===== src/rtl/drum_dot_ctrl_pkg.sv =====
// Shared constants and FSM state type for the DRUM dot-product controller.
// DRUM keeps DRUM_K significant bits per operand; smaller values are exact.
package drum_pkg;

    localparam int DATA_W     = 16;
    localparam int LANES      = 8;
    localparam int DRUM_OUT_W = 35;
    localparam int DEF_ACC_W  = 43;
    localparam int DRUM_K     = 6;
    localparam int PROD_W     = 2 * DATA_W;

    typedef enum logic [1:0] {
        IDLE,
        RUN,
        DRAIN,
        DONE
    } state_t;

endpackage


===== src/rtl/drum_dot_ctrl_if.sv =====
// Operand/result handshake bundle between the requester and the controller.
// master drives operands and consumes results; slave is the controller.
interface drum_dot_ctrl_if #(
    parameter int MAX_LEN_W = 8,
    parameter int ACC_W     = 43
) ();

    logic                        In_Start;
    logic [MAX_LEN_W-1:0]        In_Len;
    logic                        In_Valid;
    logic                        Out_Ready;
    logic [drum_pkg::DATA_W-1:0] In_IFM_1, In_IFM_2, In_IFM_3, In_IFM_4;
    logic [drum_pkg::DATA_W-1:0] In_IFM_5, In_IFM_6, In_IFM_7, In_IFM_8;
    logic [drum_pkg::DATA_W-1:0] In_Weight_1, In_Weight_2;
    logic [drum_pkg::DATA_W-1:0] In_Weight_3, In_Weight_4;
    logic [drum_pkg::DATA_W-1:0] In_Weight_5, In_Weight_6;
    logic [drum_pkg::DATA_W-1:0] In_Weight_7, In_Weight_8;
    logic                        Out_Busy;
    logic                        Out_Valid;
    logic                        In_Ready;
    logic [ACC_W-1:0]            Out_Result;

    modport master (
        output In_Start, In_Len, In_Valid, In_Ready,
        output In_IFM_1, In_IFM_2, In_IFM_3, In_IFM_4,
        output In_IFM_5, In_IFM_6, In_IFM_7, In_IFM_8,
        output In_Weight_1, In_Weight_2, In_Weight_3, In_Weight_4,
        output In_Weight_5, In_Weight_6, In_Weight_7, In_Weight_8,
        input  Out_Ready, Out_Busy, Out_Valid, Out_Result
    );

    modport slave (
        input  In_Start, In_Len, In_Valid, In_Ready,
        input  In_IFM_1, In_IFM_2, In_IFM_3, In_IFM_4,
        input  In_IFM_5, In_IFM_6, In_IFM_7, In_IFM_8,
        input  In_Weight_1, In_Weight_2, In_Weight_3, In_Weight_4,
        input  In_Weight_5, In_Weight_6, In_Weight_7, In_Weight_8,
        output Out_Ready, Out_Busy, Out_Valid, Out_Result
    );

endinterface


===== src/rtl/drum_dot_ctrl_drum.sv =====
// Combinational 8-lane DRUM approximate dot product.
// Each operand keeps DRUM_K bits from its leading one, LSB forced to 1.
module drum_dot_ctrl_drum
    import drum_pkg::*;
(
    input  logic [LANES-1:0][DATA_W-1:0] i_ifm,
    input  logic [LANES-1:0][DATA_W-1:0] i_wgt,
    output logic [DRUM_OUT_W-1:0]        o_dot
);

    function automatic logic [4:0] f_shift(input logic [DATA_W-1:0] a);
        logic [4:0] p;
        p = '0;
        for (int i = 0; i < DATA_W; i++)
            if (a[i]) p = 5'(i);
        return (p < 5'(DRUM_K)) ? 5'd0 : p - 5'(DRUM_K - 1);
    endfunction

    function automatic logic [DRUM_K-1:0] f_mant(
        input logic [DATA_W-1:0] a,
        input logic [4:0]        sh
    );
        logic [DATA_W-1:0] t;
        t = a >> sh;
        if (sh == 5'd0)
            return t[DRUM_K-1:0];
        return t[DRUM_K-1:0] | DRUM_K'(1);
    endfunction

    function automatic logic [PROD_W-1:0] f_prod(
        input logic [DATA_W-1:0] a,
        input logic [DATA_W-1:0] b
    );
        logic [4:0]        sa, sb;
        logic [PROD_W-1:0] ma, mb;
        sa = f_shift(a);
        sb = f_shift(b);
        ma = PROD_W'(f_mant(a, sa));
        mb = PROD_W'(f_mant(b, sb));
        return (ma * mb) << (sa + sb);
    endfunction

    // Sum of the eight approximate lane products
    always_comb begin
        o_dot = '0;
        for (int l = 0; l < LANES; l++)
            o_dot = o_dot + DRUM_OUT_W'(f_prod(i_ifm[l], i_wgt[l]));
    end

endmodule


===== src/rtl/drum_dot_ctrl.sv =====
// Sequences operand groups through the DRUM unit and accumulates the result.
// Operands are registered; their DRUM sum is accumulated one cycle later.
module drum_dot_ctrl
    import drum_pkg::*;
#(
    parameter int MAX_LEN_W = 8,
    parameter int ACC_W     = DEF_ACC_W
) (
    input  logic           clk,
    input  logic           rst,
    drum_dot_ctrl_if.slave bus
);

    state_t                        r_state;
    logic [MAX_LEN_W-1:0]          r_len;
    logic [MAX_LEN_W-1:0]          r_cnt;
    logic [ACC_W-1:0]              r_acc;
    logic                          r_op_vld;
    logic                          r_ready;
    logic                          r_busy;
    logic                          r_valid;
    logic [LANES-1:0][DATA_W-1:0]  r_ifm;
    logic [LANES-1:0][DATA_W-1:0]  r_wgt;
    logic [LANES-1:0][DATA_W-1:0]  w_ifm;
    logic [LANES-1:0][DATA_W-1:0]  w_wgt;
    logic [DRUM_OUT_W-1:0]         w_dot;
    logic                          w_last;

    assign w_ifm = {bus.In_IFM_8, bus.In_IFM_7, bus.In_IFM_6,
                    bus.In_IFM_5, bus.In_IFM_4, bus.In_IFM_3,
                    bus.In_IFM_2, bus.In_IFM_1};
    assign w_wgt = {bus.In_Weight_8, bus.In_Weight_7,
                    bus.In_Weight_6, bus.In_Weight_5,
                    bus.In_Weight_4, bus.In_Weight_3,
                    bus.In_Weight_2, bus.In_Weight_1};

    assign w_last = (r_cnt == r_len - MAX_LEN_W'(1));

    drum_dot_ctrl_drum DRUM_example (
        .i_ifm (r_ifm),
        .i_wgt (r_wgt),
        .o_dot (w_dot)
    );

    assign bus.Out_Ready  = r_ready;
    assign bus.Out_Busy   = r_busy;
    assign bus.Out_Valid  = r_valid;
    assign bus.Out_Result = r_acc;

    // Controller FSM with registered handshake outputs and accumulator
    always_ff @(posedge clk or posedge rst) begin
        if (rst) begin
            r_state  <= IDLE;
            r_len    <= '0;
            r_cnt    <= '0;
            r_acc    <= '0;
            r_op_vld <= 1'b0;
            r_ready  <= 1'b0;
            r_busy   <= 1'b0;
            r_valid  <= 1'b0;
            r_ifm    <= '0;
            r_wgt    <= '0;
        end else begin
            r_op_vld <= 1'b0;
            if (r_op_vld)
                r_acc <= r_acc + ACC_W'(w_dot);
            unique case (r_state)
                IDLE: begin
                    if (bus.In_Start) begin
                        r_len  <= bus.In_Len;
                        r_cnt  <= '0;
                        r_acc  <= '0;
                        r_busy <= 1'b1;
                        if (bus.In_Len != '0) begin
                            r_state <= RUN;
                            r_ready <= 1'b1;
                        end else begin
                            r_state <= DONE;
                            r_valid <= 1'b1;
                        end
                    end
                end
                RUN: begin
                    if (bus.In_Valid) begin
                        r_ifm    <= w_ifm;
                        r_wgt    <= w_wgt;
                        r_op_vld <= 1'b1;
                        r_cnt    <= r_cnt + MAX_LEN_W'(1);
                        if (w_last) begin
                            r_state <= DRAIN;
                            r_ready <= 1'b0;
                        end
                    end
                end
                DRAIN: begin
                    r_state <= DONE;
                    r_valid <= 1'b1;
                end
                DONE: begin
                    if (bus.In_Ready) begin
                        r_state <= IDLE;
                        r_valid <= 1'b0;
                        r_busy  <= 1'b0;
                    end
                end
            endcase
        end
    end

endmodule


===== src/flat_wrapper.sv =====
// flat-port wrapper written by rule: the top's interface ports become plain ports
module drum_dot_ctrl_flat import drum_pkg::*;
#(
    parameter int MAX_LEN_W = 8,
    parameter int ACC_W     = DEF_ACC_W
)
  (clk, rst, bus_In_Start, bus_In_Len, bus_In_Valid, bus_In_Ready, bus_In_IFM_1, bus_In_IFM_2, bus_In_IFM_3, bus_In_IFM_4, bus_In_IFM_5, bus_In_IFM_6, bus_In_IFM_7, bus_In_IFM_8, bus_In_Weight_1, bus_In_Weight_2, bus_In_Weight_3, bus_In_Weight_4, bus_In_Weight_5, bus_In_Weight_6, bus_In_Weight_7, bus_In_Weight_8, bus_Out_Ready, bus_Out_Busy, bus_Out_Valid, bus_Out_Result);
  drum_dot_ctrl_if #(.MAX_LEN_W(MAX_LEN_W), .ACC_W(ACC_W)) bus_i ();
  input  logic clk;
  input  logic rst;
  input wire logic [$bits(bus_i.In_Start)-1:0] bus_In_Start;
  input wire logic [$bits(bus_i.In_Len)-1:0] bus_In_Len;
  input wire logic [$bits(bus_i.In_Valid)-1:0] bus_In_Valid;
  input wire logic [$bits(bus_i.In_Ready)-1:0] bus_In_Ready;
  input wire logic [$bits(bus_i.In_IFM_1)-1:0] bus_In_IFM_1;
  input wire logic [$bits(bus_i.In_IFM_2)-1:0] bus_In_IFM_2;
  input wire logic [$bits(bus_i.In_IFM_3)-1:0] bus_In_IFM_3;
  input wire logic [$bits(bus_i.In_IFM_4)-1:0] bus_In_IFM_4;
  input wire logic [$bits(bus_i.In_IFM_5)-1:0] bus_In_IFM_5;
  input wire logic [$bits(bus_i.In_IFM_6)-1:0] bus_In_IFM_6;
  input wire logic [$bits(bus_i.In_IFM_7)-1:0] bus_In_IFM_7;
  input wire logic [$bits(bus_i.In_IFM_8)-1:0] bus_In_IFM_8;
  input wire logic [$bits(bus_i.In_Weight_1)-1:0] bus_In_Weight_1;
  input wire logic [$bits(bus_i.In_Weight_2)-1:0] bus_In_Weight_2;
  input wire logic [$bits(bus_i.In_Weight_3)-1:0] bus_In_Weight_3;
  input wire logic [$bits(bus_i.In_Weight_4)-1:0] bus_In_Weight_4;
  input wire logic [$bits(bus_i.In_Weight_5)-1:0] bus_In_Weight_5;
  input wire logic [$bits(bus_i.In_Weight_6)-1:0] bus_In_Weight_6;
  input wire logic [$bits(bus_i.In_Weight_7)-1:0] bus_In_Weight_7;
  input wire logic [$bits(bus_i.In_Weight_8)-1:0] bus_In_Weight_8;
  output wire logic [$bits(bus_i.Out_Ready)-1:0] bus_Out_Ready;
  output wire logic [$bits(bus_i.Out_Busy)-1:0] bus_Out_Busy;
  output wire logic [$bits(bus_i.Out_Valid)-1:0] bus_Out_Valid;
  output wire logic [$bits(bus_i.Out_Result)-1:0] bus_Out_Result;
  assign bus_i.In_Start = bus_In_Start;
  assign bus_i.In_Len = bus_In_Len;
  assign bus_i.In_Valid = bus_In_Valid;
  assign bus_i.In_Ready = bus_In_Ready;
  assign bus_i.In_IFM_1 = bus_In_IFM_1;
  assign bus_i.In_IFM_2 = bus_In_IFM_2;
  assign bus_i.In_IFM_3 = bus_In_IFM_3;
  assign bus_i.In_IFM_4 = bus_In_IFM_4;
  assign bus_i.In_IFM_5 = bus_In_IFM_5;
  assign bus_i.In_IFM_6 = bus_In_IFM_6;
  assign bus_i.In_IFM_7 = bus_In_IFM_7;
  assign bus_i.In_IFM_8 = bus_In_IFM_8;
  assign bus_i.In_Weight_1 = bus_In_Weight_1;
  assign bus_i.In_Weight_2 = bus_In_Weight_2;
  assign bus_i.In_Weight_3 = bus_In_Weight_3;
  assign bus_i.In_Weight_4 = bus_In_Weight_4;
  assign bus_i.In_Weight_5 = bus_In_Weight_5;
  assign bus_i.In_Weight_6 = bus_In_Weight_6;
  assign bus_i.In_Weight_7 = bus_In_Weight_7;
  assign bus_i.In_Weight_8 = bus_In_Weight_8;
  assign bus_Out_Ready = bus_i.Out_Ready;
  assign bus_Out_Busy = bus_i.Out_Busy;
  assign bus_Out_Valid = bus_i.Out_Valid;
  assign bus_Out_Result = bus_i.Out_Result;
  drum_dot_ctrl #(.MAX_LEN_W(MAX_LEN_W), .ACC_W(ACC_W)) u_core (.clk(clk), .rst(rst), .bus(bus_i));
endmodule

===== config.mk =====
export PLATFORM = sky130hd
export DESIGN_NAME = drum_dot_ctrl_flat
export DESIGN_NICKNAME = d
export VERILOG_FILES = /design/src/rtl/drum_dot_ctrl_pkg.sv /design/src/rtl/drum_dot_ctrl_if.sv /design/src/rtl/drum_dot_ctrl_drum.sv /design/src/rtl/drum_dot_ctrl.sv /design/src/flat_wrapper.sv
export SDC_FILE = /design/constraint.sdc
export NUM_CORES = 2
export LEC_CHECK = 0
export BUFFER_PORTS_ARGS = -buffer_cell sky130_fd_sc_hd__clkbuf_2
export CAP_MARGIN = 20
export CORE_MARGIN = 1.5
export CORE_UTILIZATION = 42
export CTS_CLUSTER_SIZE = 20
export DETAILED_ROUTE_END_ITERATION = 12
export SKIP_LAST_GASP = 1
export SLEW_MARGIN = 0
export SYNTH_ARGS = -nofsm -noshare
export SYNTH_HDL_FRONTEND = slang
export SYNTH_SLANG_ARGS = --single-unit

===== constraint.sdc =====
create_clock -name clk -period 21.4 [get_ports clk]
set_clock_uncertainty 0.1 [all_clocks]
set_input_delay 1.07 -clock clk [delete_from_list [all_inputs] [get_ports clk]]
set_output_delay 1.07 -clock clk [all_outputs]
set_load 0.01 [all_outputs]

# Word-level counts from Yosys, hierarchy flattened

Index checks and enable logic that the tools add are counted.
W data, S select, Z words.

$lt $le $gt $ge: 16
Shifts and indexed selects: 24
Reduce and logical (&&, ||, !) cells: 28
Divide/modulo/power cells: 0
Equality and inequality tests: 10
$mul: 8
$add $sub $neg: 34
Bitwise operators: 0
Mux-type cells: 329

Operators by type and width:

| cell                  | count |
|---|---|
| $mux W5               | 225 |
| $shl A12 B5 Y32       | 8 |
| $shr A16 B5 Y6        | 16 |
| $mux W6               | 32 |
| $add A35 B32 Y35      | 4 |
| $mux W43              | 3 |
| $mul A6 B6 Y12        | 8 |
| $logic_not A5 Y1      | 16 |
| $sub A5 B3 Y5 const B | 16 |
| $lt A5 B3 Y1 const B  | 15 |
| $add A43 B35 Y43      | 1 |
| $mux W1               | 42 |
| $add A5 B5 Y5         | 8 |
| $add A34 B32 Y35      | 1 |
| $add A33 B32 Y34      | 1 |
| $add A32 B32 Y33      | 1 |
| $mux W4               | 8 |
| $mux W2               | 8 |
| $mux W8               | 2 |
| $pmux W8 S2           | 1 |
| $mux W3               | 4 |
| $add A8 B1 Y8 const B | 1 |
| $eq A8 B8 Y1          | 1 |
| $ne A2 B2 Y1 const B  | 4 |
| 16 further kinds      | 23 |

Register bits after elaboration: 321
Memories: 0
ROM bits: 0
Latch bits: 0
Output and inout port bits: 46
Memory bits (writable): 0

# Longest topological paths before layout

Depth after elaboration: 33
Depth in mapped cells: 54
Mapped depth without buffers: 51

# Modules after synthesis

A second synthesis with hierarchy kept.

Cells, all modules: 5860
Area, all modules: 48396.4 um^2

By module, submodules not included:

| module             | cells each | sequential area each (um^2) | times used | area an instance (um^2) |
|---|---|---|---|---|
| drum_dot_ctrl_drum | 4758       | 0.0                         | 1          | 34087.7 |
| drum_dot_ctrl      | 1102       | 8032.7                      | 1          | 14308.7 |

# Worst setup path after synthesis

Ideal clock, no wire load.

Path type: reg2reg
From: register u_core.r_wgt[73] (netlist name)
To: register u_core.r_acc[34] (netlist: u_core.bus.Out_Result[34])
Clock period less this slack: 11.968 ns
Setup time: 0.136 ns
Slack: 9.432 ns
Required time: 21.164 ns
Arrival: 11.732 ns
Path buffers: 2
Cell stages (with the launch flop): 48
Path through: dfrtp_1 clkbuf_1 inv_1 a21oi_1 nor2_1 a2111oi_0 nor2_1 ha_1 and3b_1 clkbuf_1 mux2i_1 a22o_1 nand2_1 o211ai_1 o21ai_1 nand2_1 fa_1 fa_1 (+12 left out) fa_1 inv_1 fa_1 fa_1 inv_1 fa_1 inv_1 ha_1 and3_1 a221oi_1 o31ai_1 o211ai_1 o22ai_1 a41oi_1 o21ai_0 o221ai_1 xor2_1 a21oi_1

Longest elaborated chain between the ends: 22

RTL lines:

| item                                               | RTL line                                           | source |
|---|---|---|
| start: declaration                                 | drum_dot_ctrl.sv:23                                | `logic [LANES-1:0][DATA_W-1:0] r_wgt;` |
| start signal: assignment                           | drum_dot_ctrl.sv:86                                | `r_wgt <= w_wgt;` |
| $mux W5 (7 in series)                              | drum_dot_ctrl_drum.sv:15                           | `if (a[i]) p = 5'(i);` |
| $sub A5 B3 Y5 or $lt A5 B3 Y1 (tied branches)      | drum_dot_ctrl_drum.sv:16                           | `return (p < 5'(DRUM_K)) ? 5'd0 : p - 5'(DRUM_K - 1);` |
| $mux W5                                            | drum_dot_ctrl_drum.sv:16                           |  |
| $shr A16 B5 Y6 or $logic_not A5 Y1 (tied branches) | drum_dot_ctrl_drum.sv:24, drum_dot_ctrl_drum.sv:25 |  |
| $mux W6 or $mux W1 (tied branches)                 | drum_dot_ctrl_drum.sv:25                           | `if (sh == 5'd0)` |
| $mux W6                                            | drum_dot_ctrl_drum.sv:27                           | `return t[DRUM_K-1:0] \| DRUM_K'(1);` |
| $mul A6 B6 Y12                                     | drum_dot_ctrl_drum.sv:40                           | `return (ma * mb) << (sa + sb);` |
| $shl A12 B5 Y32 (*)                                | drum_dot_ctrl_drum.sv:40                           |  |
| $add A35 B32 Y35 (*) (4 in series)                 | drum_dot_ctrl_drum.sv:47                           | `o_dot = o_dot + DRUM_OUT_W'(f_prod(i_ifm[l], i_wgt[l]));` |
| $add A43 B35 Y43 (*)                               | drum_dot_ctrl.sv:66                                | `r_acc <= r_acc + ACC_W'(w_dot);` |
| $mux W43 (*)                                       | drum_dot_ctrl.sv:65                                | `if (r_op_vld)` |
| $mux W43                                           | drum_dot_ctrl.sv:69                                | `if (bus.In_Start) begin` |
| $mux W43 (*)                                       | drum_dot_ctrl.sv:67                                | `unique case (r_state)` |
| end signal: assignment                             | drum_dot_ctrl.sv:66                                |  |
| end: declaration                                   | drum_dot_ctrl.sv:17                                | `logic [ACC_W-1:0] r_acc;` |

Every way passes the cells marked *; elsewhere a longest branch is shown, timed or not. The select of a mux whose other input is x is not followed.
A chain may end at the register's enable or synchronous reset.

# Worst setup path after layout

From: register u_core.r_wgt[98] (netlist name)
To: register u_core.r_acc[40] (netlist: u_core.bus.Out_Result[40])

Longest elaborated chain between the ends: 27

RTL lines:

| item                                               | RTL line |
|---|---|
| $mux W5 (14 in series)                             | drum_dot_ctrl_drum.sv:15 |
| $sub A5 B3 Y5 or $lt A5 B3 Y1 (tied branches)      | drum_dot_ctrl_drum.sv:16 |
| $mux W5                                            | drum_dot_ctrl_drum.sv:16 |
| $shr A16 B5 Y6 or $logic_not A5 Y1 (tied branches) | drum_dot_ctrl_drum.sv:24, drum_dot_ctrl_drum.sv:25 |
| $mux W6 or $mux W1 (tied branches)                 | drum_dot_ctrl_drum.sv:25 |
| $mux W6                                            | drum_dot_ctrl_drum.sv:27 |
| $mul A6 B6 Y12                                     | drum_dot_ctrl_drum.sv:40 |
| $shl A12 B5 Y32 (*)                                | drum_dot_ctrl_drum.sv:40 |
| $add A35 B32 Y35 (*) (2 in series)                 | drum_dot_ctrl_drum.sv:47 |
| $add A43 B35 Y43 (*)                               | drum_dot_ctrl.sv:66 |
| $mux W43 (*)                                       | drum_dot_ctrl.sv:65 |
| $mux W43                                           | drum_dot_ctrl.sv:69 |
| $mux W43 (*)                                       | drum_dot_ctrl.sv:67 |

Marked as above.

==> flow_summary_export.csv <==
group,metric,value,unit
timing,maxSlewViolCount,0,
worst_setup_path,cp_data_arrival_time,13930,ps
synth,synth_nets,6855,
global_routing,first_global_vias,42000,
placed_design,hpwl,115000,um
worst_setup_path,regToRegStartpoint,"u_core.r_wgt[98]",
synth,synth_cells,5964,
synth,synthDominantAreaCellType,"sky130_fd_sc_hd__dfrtp_1",
worst_setup_path,r2r.worst_path.cells,47,
layout,n_antenna_cell,0,
worst_hold_path,hp-start,"u_core.r_len[7]",
cts,tritoncts,"yes",
route,drt_pass1_iterations,6,
placed_design,finalWeightedCongestion,0.956,
cts,cts_hold_buffers,0,
timing,final.setup.tns,0,ps
cts,clock_sink_count,321,
synth,yosysWarningCount,0,
synth,most_frequent_cell_after_synthesis,"sky130_fd_sc_hd__nand2_1",
synth,seq_area_frac_synth,16.7,%
route,num_vias,43500,
route,post_drt_wl_per_cell,18.6,um
synth,syn_avg_cell_area,8.08,um^2
floorplan,fp.coreArea,0.114,mm^2
timing,max_clock_freq,73.8,MHz
route,post-route-drc-count,0,
cts,total_clock_buffers_created_by_cts,44,
cts,cts_max_path_buffers,3,
timing,period_needed,13540,ps
cts,cts.root.buffer_cell,"sky130_fd_sc_hd__clkbuf_16",
worst_setup_path,worst-path-max-fanout,16,
layout,synthToLayoutAreaGrowth,9.07,%
layout,layout.filler_cells,11300,
worst_setup_path,critical_path_required,21790,ps
synth,synth_top_flop_cell,"sky130_fd_sc_hd__dfrtp_1",
timing,number_of_hold_violations_in_the_final_report,0,
worst_hold_path,worstHoldPathType,"reg2reg",
synth,netlist_top_cells_count,"sky130_fd_sc_hd__nand2_1 (670), sky130_fd_sc_hd__inv_1 (654), sky130_fd_sc_hd__nor2_1 (514)",
global_routing,pin_count_of_the_biggest_net_entering_global_routing,102,
route,detailedRoute.firstIterationViolations,3152,
floorplan,core.rowCount,124,
worst_setup_path,crit_path_max_incr_delay,580,ps
timing,finalSetupViolations,0,
timing,fin_crit_sh,63.3,%
worst_setup_path,ff_to_ff_end,"u_core.bus.Out_Result[40]",
global_routing,gr-total-overflow,0,
worst_setup_path,rrSetupSlack,7860,ps
synth,netlist.area_leader.share,16.7,%
global_routing,gr-usage-all-layers,24.3,%
synth,synth_top_cells_by_area,"sky130_fd_sc_hd__dfrtp_1 (17%), sky130_fd_sc_hd__fa_1 (15%), sky130_fd_sc_hd__ha_1 (6.6%)",
route,drt_wl_total,143000,um
global_routing,initial_antenna_violation_count,0,
status,run_status,"finished, final reports clean",
synth,number_of_distinct_library_cells_after_synthesis,115,
floorplan,initial_utilization,42.2,%
floorplan,die_x,342,um
layout,final_layout_size_suffix_gt1_share,13.3,%
synth,ys_seq_elements,321,
worst_hold_path,min_delay_worst_endpoint,"u_core.r_len[7]",
floorplan,chipHeight,342,um
synth,post_synth_instance_area,0.0482,mm^2
cts,htreeDepth,2,
floorplan,num_io_pins,315,
route,vias_per_cell,5.68,
worst_setup_path,critical_path.endpoint_type,"flop",
cts,cts.repair.resized,0,
timing,rsz0062_at_grt,"false",
worst_setup_path,critical-path-top-cell-by-count,"sky130_fd_sc_hd__fa_1",
placed_design,count_of_port_buffers_added_during_placement,314,
floorplan,dieArea,0.117,mm^2
synth,edff_count_synth,0,
worst_hold_path,hold-path-cell-count,2,
timing,worst_slew_pin_slew,1050,ps
cts,path_clk_slew,60,ps
global_routing,grt_first_pass_wirelength,232000,um
worst_setup_path,crit_path_start_kind,"flop",
cts,worstSkewPairLatency,640,ps
worst_setup_path,path_class,"reg2reg",
worst_setup_path,worst_path_max_delay_cell,"sky130_fd_sc_hd__o31ai_1",
cts,cts_post_setup_buffers_inserted,0,
layout,net_count_reported_at_finish,7014,
route,postRouteAntennaNets,0,
run,maxCapViolations,0,
synth,postSynth.asyncResetShare,100,%
timing,slew_headroom,28.2,%
registers in the layout, summed over array words and instances (netlist names):
name and flops:
u_core.bus.Out_Ready 1, u_core.r_ifm 128, u_core.bus.Out_Valid 1, u_core.r_cnt 8
u_core.r_op_vld 1, u_core.r_len 8, u_core.r_wgt 128, u_core.r_state 2
u_core.bus.Out_Busy 1, u_core.bus.Out_Result 43
stage by stage:
step | std cells | hold WS [ps] | utilization, % | worst slack (ps) | instance area (um^2)
5_1_grt | 7665 | 434 | 46.1 | 6790 | 52500
3_5_place_dp | 7583 | 406 | 44.7 | 7980 | 51000
6_report | 7665 | 409 | 46.1 | 7860 | 52500
3_3_place_gp | 7583 | 383 | 44.7 | 8090 | 51000
2_1_floorplan | 5964 | 367 | - | 9430 | 48200
4_1_cts | 7659 | 420 | 46.0 | 7920 | 52500
metal layers:
metal	track usage, %	vias to the layer above	routed length, um
met5	0	-	0
met4	6.98	0	4100
met3	3.26	164	8090
met2	39.1	1331	65200
met1	34.1	20900	65300
li1	-	21100	-
cell families after synthesis:
family	share of synthesized area, %
flip-flops	16.7
AND/OR/NAND/NOR	19.1
XOR/XNOR	2.80
AO/OA/AOI/OAI	19.7
multiplexers	12.5
adder cells (fa/ha/maj)	21.9
buffers and inverters	7.41
placed cells by master (no fill, tap or decap), drive strengths merged, types with 96 or more instances in the layout:
cell type and n:
o21ai 344, a21oi 333, and2 117, clkbuf 366, mux2 247, nor3 154, nor2 516, fa 367
nand3 106, nand2b 96, dfrtp 321, mux2i 281, nand2 674, inv 675, ha 255
how the worst max path moves through the flow:
| stage | start | to | cells past startpoint |
|---|---|---|---|
| after floorplan | u_core.r_wgt[73] | u_core.bus.Out_Result[34] | 47 |
| after global placement | u_core.r_ifm[117] | u_core.bus.Out_Result[38] | 46 |
| after detailed placement | u_core.r_wgt[66] | u_core.bus.Out_Result[38] | 46 |
| after CTS | u_core.r_wgt[98] | u_core.bus.Out_Result[40] | 47 |
| after global routing | u_core.r_wgt[73] | u_core.bus.Out_Result[34] | 47 |
| final | u_core.r_wgt[98] | u_core.bus.Out_Result[40] | 47 |
final cells by class:
type / instances / area (um^2) / area share, %
clock inverter: 24 / 290 / 0.553
inverter: 677 / 2550 / 4.85
multi-input combinational: 4708 / 36600 / 69.6
sequential: 321 / 8030 / 15.3
tap: 1512 / 1890 / 3.60
clock buffer: 52 / 1170 / 2.23
timing repair buffer: 371 / 2020 / 3.84
critical path, delay by kind of cell (launching register included):
kind	cells	cell delay, ps
flops	1	420
mux	3	550
compound gates	19	5730
xor+xnor	2	540
simple gates	8	1020
fa+ha+maj	10	4740
buf+inv	5	300
Power is left out: the tool's default activity adds up to more than one toggle a clock period on the data nets, which glitch-free logic cannot reach.
